<file path="src/rtl/aoi_sweep_ctrl.sv">
// Exhaustive clocked sweep controller for a 4-input AOI cell (o = ~((a1&a2)|(b1&b2))).
// Optional macro STOP_ON_FAIL_EN: end the sweep at the first mismatching vector.
module aoi_sweep_ctrl #(
    parameter int unsigned SETTLE_CYC = 4,
    parameter int unsigned ERR_W      = 5
) (
    input  logic             clk,
    input  logic             rst_n,
    input  logic             start,
    input  logic             abort,
    input  logic             dut_o,
    output logic [3:0]       vec,
    output logic             busy,
    output logic             done,
    output logic             pass,
    output logic [ERR_W-1:0] err_cnt,
    output logic [3:0]       first_fail
);

    localparam int unsigned CNT_W = 8;
    localparam logic [CNT_W-1:0] SETTLE_LAST = CNT_W'(SETTLE_CYC - 1);

    typedef enum logic [1:0] {
        IDLE   = 2'd0,
        SETTLE = 2'd1,
        CHECK  = 2'd2,
        DONE   = 2'd3
    } state_t;

    state_t           state_q, state_d;
    logic [3:0]       vec_q, vec_d;
    logic [CNT_W-1:0] cnt_q, cnt_d;
    logic [ERR_W-1:0] err_q, err_d;
    logic [3:0]       ff_q, ff_d;
    logic             busy_q, busy_d;
    logic             done_q, done_d;
    logic             exp_c;
    logic             mismatch_c;

    assign exp_c      = ~((vec_q[3] & vec_q[2]) | (vec_q[1] & vec_q[0]));
    assign mismatch_c = (dut_o != exp_c);

    // State and datapath registers
    always_ff @(posedge clk or negedge rst_n) begin
        if (!rst_n) begin
            state_q <= IDLE;
            vec_q   <= '0;
            cnt_q   <= '0;
            err_q   <= '0;
            ff_q    <= '0;
            busy_q  <= 1'b0;
            done_q  <= 1'b0;
        end else begin
            state_q <= state_d;
            vec_q   <= vec_d;
            cnt_q   <= cnt_d;
            err_q   <= err_d;
            ff_q    <= ff_d;
            busy_q  <= busy_d;
            done_q  <= done_d;
        end
    end

    // Next-state logic; abort outranks the CHECK result
    always_comb begin
        state_d = state_q;
        unique case (state_q)
            IDLE, DONE: begin
                if (start) state_d = SETTLE;
            end
            SETTLE: begin
                if (abort)                    state_d = IDLE;
                else if (cnt_q == SETTLE_LAST) state_d = CHECK;
            end
            CHECK: begin
                if (abort)                 state_d = IDLE;
`ifdef STOP_ON_FAIL_EN
                else if (mismatch_c)       state_d = DONE;
`endif
                else if (vec_q == 4'hF)    state_d = DONE;
                else                       state_d = SETTLE;
            end
            default: state_d = IDLE;
        endcase
    end

    // Datapath / output next values
    always_comb begin
        vec_d  = vec_q;
        cnt_d  = cnt_q;
        err_d  = err_q;
        ff_d   = ff_q;
        busy_d = (state_d == SETTLE) || (state_d == CHECK);
        done_d = (state_d == DONE);
        unique case (state_q)
            IDLE, DONE: begin
                if (start) begin
                    vec_d = '0;
                    cnt_d = '0;
                    err_d = '0;
                    ff_d  = '0;
                end
            end
            SETTLE: begin
                if (abort) begin
                    vec_d = '0;
                    cnt_d = '0;
                end else begin
                    cnt_d = cnt_q + CNT_W'(1);
                end
            end
            CHECK: begin
                if (abort) begin
                    vec_d = '0;
                    cnt_d = '0;
                end else begin
                    if (mismatch_c) begin
                        if (err_q != '1) err_d = err_q + ERR_W'(1);
                        if (err_q == '0) ff_d  = vec_q;
                    end
                    if (state_d == SETTLE) begin
                        vec_d = vec_q + 4'd1;
                        cnt_d = '0;
                    end
                end
            end
            default: ;
        endcase
    end

    assign vec        = vec_q;
    assign busy       = busy_q;
    assign done       = done_q;
    assign err_cnt    = err_q;
    assign first_fail = ff_q;
    assign pass       = done_q && (err_q == '0);

endmodule

</file>
<file path="config.mk">
export PLATFORM = sky130hd
export DESIGN_NAME = aoi_sweep_ctrl
export DESIGN_NICKNAME = d
export VERILOG_FILES = /design/src/rtl/aoi_sweep_ctrl.sv
export SDC_FILE = /design/constraint.sdc
export NUM_CORES = 1
export LEC_CHECK = 0
export CAP_MARGIN = 30
export CELL_PAD_IN_SITES_DETAIL_PLACEMENT = 0
export CELL_PAD_IN_SITES_GLOBAL_PLACEMENT = 2
export CORE_ASPECT_RATIO = 0.75
export CORE_MARGIN = 2
export CORE_UTILIZATION = 29
export DETAILED_ROUTE_END_ITERATION = 10
export PLACE_DENSITY_LB_ADDON = 0.1
export SYNTH_ARGS = -nofsm -noshare
export SYNTH_HDL_FRONTEND = slang
export SYNTH_SLANG_ARGS = --single-unit
</file>
<file path="constraint.sdc">
create_clock -name clk -period 2.96 [get_ports clk]
set_clock_uncertainty 0.15 [all_clocks]
set_input_delay 0.74 -clock clk [delete_from_list [all_inputs] [get_ports clk]]
set_output_delay 0.74 -clock clk [all_outputs]
set_load 0.05 [all_outputs]
</file>
==> impl_metrics.toml <==
[outcome]
run_status = "complete, no violations"

[synthesis]
synth.ff_latch_count = 25
syn_inst = 168
synth_unique_cells = 35
netlist_area_sq_um = 1490
synth.yosys.seq_area_share = 0.420
syn_nets = 182
synthesis.yosys.warnings = 0
asr_flop_ratio_synth = 1.00
avgSynthCellArea_sq_um = 8.86
synth_enable_flop_cells = 0
ys_dominant_reg_cell = "sky130_fd_sc_hd__dfrtp_1"

[placement]
gp_congestion = 0.781
hpwl_microns = 2850
place_inst = 258
pre_cts_slack_ns = -0.0698
placement.cell_area_sq_um = 1870
buffer_ports.inserted = 20

[power]
static_power_due_to_leakage_nw = 0.831
power.share.clock = 0.225
seqPwrFrac = 0.417
power.internal_mw = 0.593
p_sw_mw = 0.331
p_sw_frac = 0.358
irDropWorstVdd_mv = 0.261
power_frac_comb = 0.358
pwr_density_cell_nw_per_um2 = 484

[worst_setup_path]
reg2regPathDepth = 9
critical_path.endpoint_type = "register"
critPathMaxFanout = 7
worst_ep_required_time_ns = 2.96
setup.worst_path.start_class = "input pin"
critical_path_class = "input pin to register"
worst-endpoint-arrival_ns = 2.72
worst_r2r_startpoint = "state_q[0]"
crit_path_start = "abort"

[route]
viasPerCell = 5.30
num_vias = 1389
antenna_left = 0
drt_first_iter_violations = 104
route.detailed.wl_per_inst_microns = 14.7
drc = 0
dr.pass1.iters = 4
wirelength_microns = 3850

[cts]
cts.root.buffer_cell = "sky130_fd_sc_hd__clkbuf_8"
cts_repair_resize_count = 0
path_clk_slew_ns = 0.09
buffers_inserted_during_post_cts_setup_optimization = 0
clock_path_buffers = 2
htreeDepth = 1
worstSkewPairLatency_ns = 0.27
cts.sinks = 25
cts_inserted_buffers = 3
cts_tree = "built"
postCtsHoldBufs = 0

[finish]
antenna-diode-count = 0
final_cell_mix = "sky130_fd_sc_hd__dfrtp_1 (25), sky130_fd_sc_hd__nand3_1 (23), sky130_fd_sc_hd__clkdlybuf4s50_1 (19)"
final_net_count = 217
post-route-cell-area_sq_um = 1910
mostFrequentLayoutCell = "sky130_fd_sc_hd__dfrtp_1"
area_delta_synth_final_pct = 28.3
drive_gt1_frac = 0.129
final_util = 0.388
finish.cell_count_without_fillers = 262

[floorplan]
dieWidth_microns = 86.7
design.die.area_sq_um = 5730
ioPinCount = 21
starting_density_of_the_core = 0.302
die_h_microns = 66.1
rows = 22
coreArea_sq_um = 4930

[global_route]
grt_pass1_wl_microns = 6480
grt.total_usage = 0.144
grt_start_max_net_pins = 26
initial_antenna_violation_count = 0
first_global_vias = 1343
globalRoute.totalOverflow = 0

[sta]
worstMarginPinSlew_ns = 0.646
final.setup.worst_slack_ns = 0.248
grt_setup_unrepaired = "false"
drv_slew = 0
period_share = 0.916
max_freq_ghz = 0.369
max_slew_margin = 0.568
min_period_ns = 2.71
setup-violations-final = 0
finalHoldViolations = 0
hold-worst-slack_ns = 0.365

[hold_path]
worstHoldStart = "cnt_q[6]"
min_path_cells = 1
hold_path.class = "register to register"

[run]
max_cap_viol_count = 0
[sequential cells by signal (all words and copies together), names as in the netlist]
register and count:
first_fail 4, busy 1, err_cnt 5, vec 4, done 1, state_q 2, cnt_q 8
[synthesized netlist by cell type (2+ instances only)]
cell type	n	area (sq um)
sky130_fd_sc_hd__dfrtp_1	25	626
sky130_fd_sc_hd__nand3_1	23	115
sky130_fd_sc_hd__o21ai_0	18	90.1
sky130_fd_sc_hd__nand2_1	15	56.3
sky130_fd_sc_hd__ha_1	9	113
sky130_fd_sc_hd__nor2_1	8	30.0
sky130_fd_sc_hd__a31oi_1	6	37.5
sky130_fd_sc_hd__inv_1	6	22.5
sky130_fd_sc_hd__nand2b_1	6	37.5
sky130_fd_sc_hd__nor3_1	6	30.0
sky130_fd_sc_hd__a21oi_1	4	20.0
sky130_fd_sc_hd__nor2b_1	4	25.0
sky130_fd_sc_hd__o21a_1	4	30.0
sky130_fd_sc_hd__clkbuf_1	3	11.3
sky130_fd_sc_hd__nand4_1	3	18.8
sky130_fd_sc_hd__nor4_1	3	18.8
sky130_fd_sc_hd__o31ai_1	3	22.5
sky130_fd_sc_hd__xnor2_1	3	26.3
sky130_fd_sc_hd__and2_1	2	12.5
sky130_fd_sc_hd__buf_2	2	10.0
[per-stage QoR]
step,power [mW],setup TNS (ns)
floorplan,0.566,0
global placement,0.719,-0.0922
detailed placement,0.724,-0.564
CTS,0.940,0
global route,0.988,0
finish,0.924,0
[routing by layer]
layer	global-route usage	up-vias	wire [microns]
li1	-	686	-
met1	0.210	663	2050
met2	0.218	38	1640
met3	0.0337	2	164
met4	0.0215	0	4
met5	0	-	0
[cells by family after synthesis]
kind of cell | after synthesis | share of synthesized area
and+or+nand+nor | 76 | 0.263
AOI/OAI and AO/OA | 44 | 0.194
DFF | 25 | 0.420
buffers and inverters | 11 | 0.0294
adders and majority gates | 9 | 0.0756
xor gates and xnor gates | 3 | 0.0177
[worst paths after layout]
path | to | slack, ns
max reg2reg | cnt_q[6] | 0.43
max in group asynchronous | first_fail[3] | 1.71
min reg2reg | cnt_q[6] | 0.37
min in group asynchronous | cnt_q[6] | 0.69
min | cnt_q[6] | 0.37
max | cnt_q[4] | 0.25
[worst max-delay path, cell delays in order]
cell                              delay, ns
sky130_fd_sc_hd__clkdlybuf4s50_1       0.47
sky130_fd_sc_hd__nor2b_1               0.21
sky130_fd_sc_hd__nand4_1               0.15
sky130_fd_sc_hd__a21oi_1               0.24
sky130_fd_sc_hd__o22ai_1               0.11
sky130_fd_sc_hd__ha_1                  0.21
sky130_fd_sc_hd__o21ai_0               0.16
sky130_fd_sc_hd__buf_4                 0.16
sky130_fd_sc_hd__or2_2                 0.16
sky130_fd_sc_hd__o21ai_0               0.10
[layout make-up]
class                   count  area (sq um)
flip-flops and latches     25           626
well taps                  60          75.1
clock buffers               4          45.0
fillers                   513          3020
multi-input cells         132           820
repair buffers             35           323
inverters                   6          22.5
[power groups by stage]
stage,combinational [mW],clock [mW],sequential (mW)
after detailed placement,0.332,0,0.392
final,0.331,0.208,0.385
after global placement,0.328,0,0.391
after global routing,0.367,0.232,0.388
after floorplan,0.152,0,0.415
after CTS,0.334,0.222,0.385
Note: power is estimated with default switching activity, not from simulation.
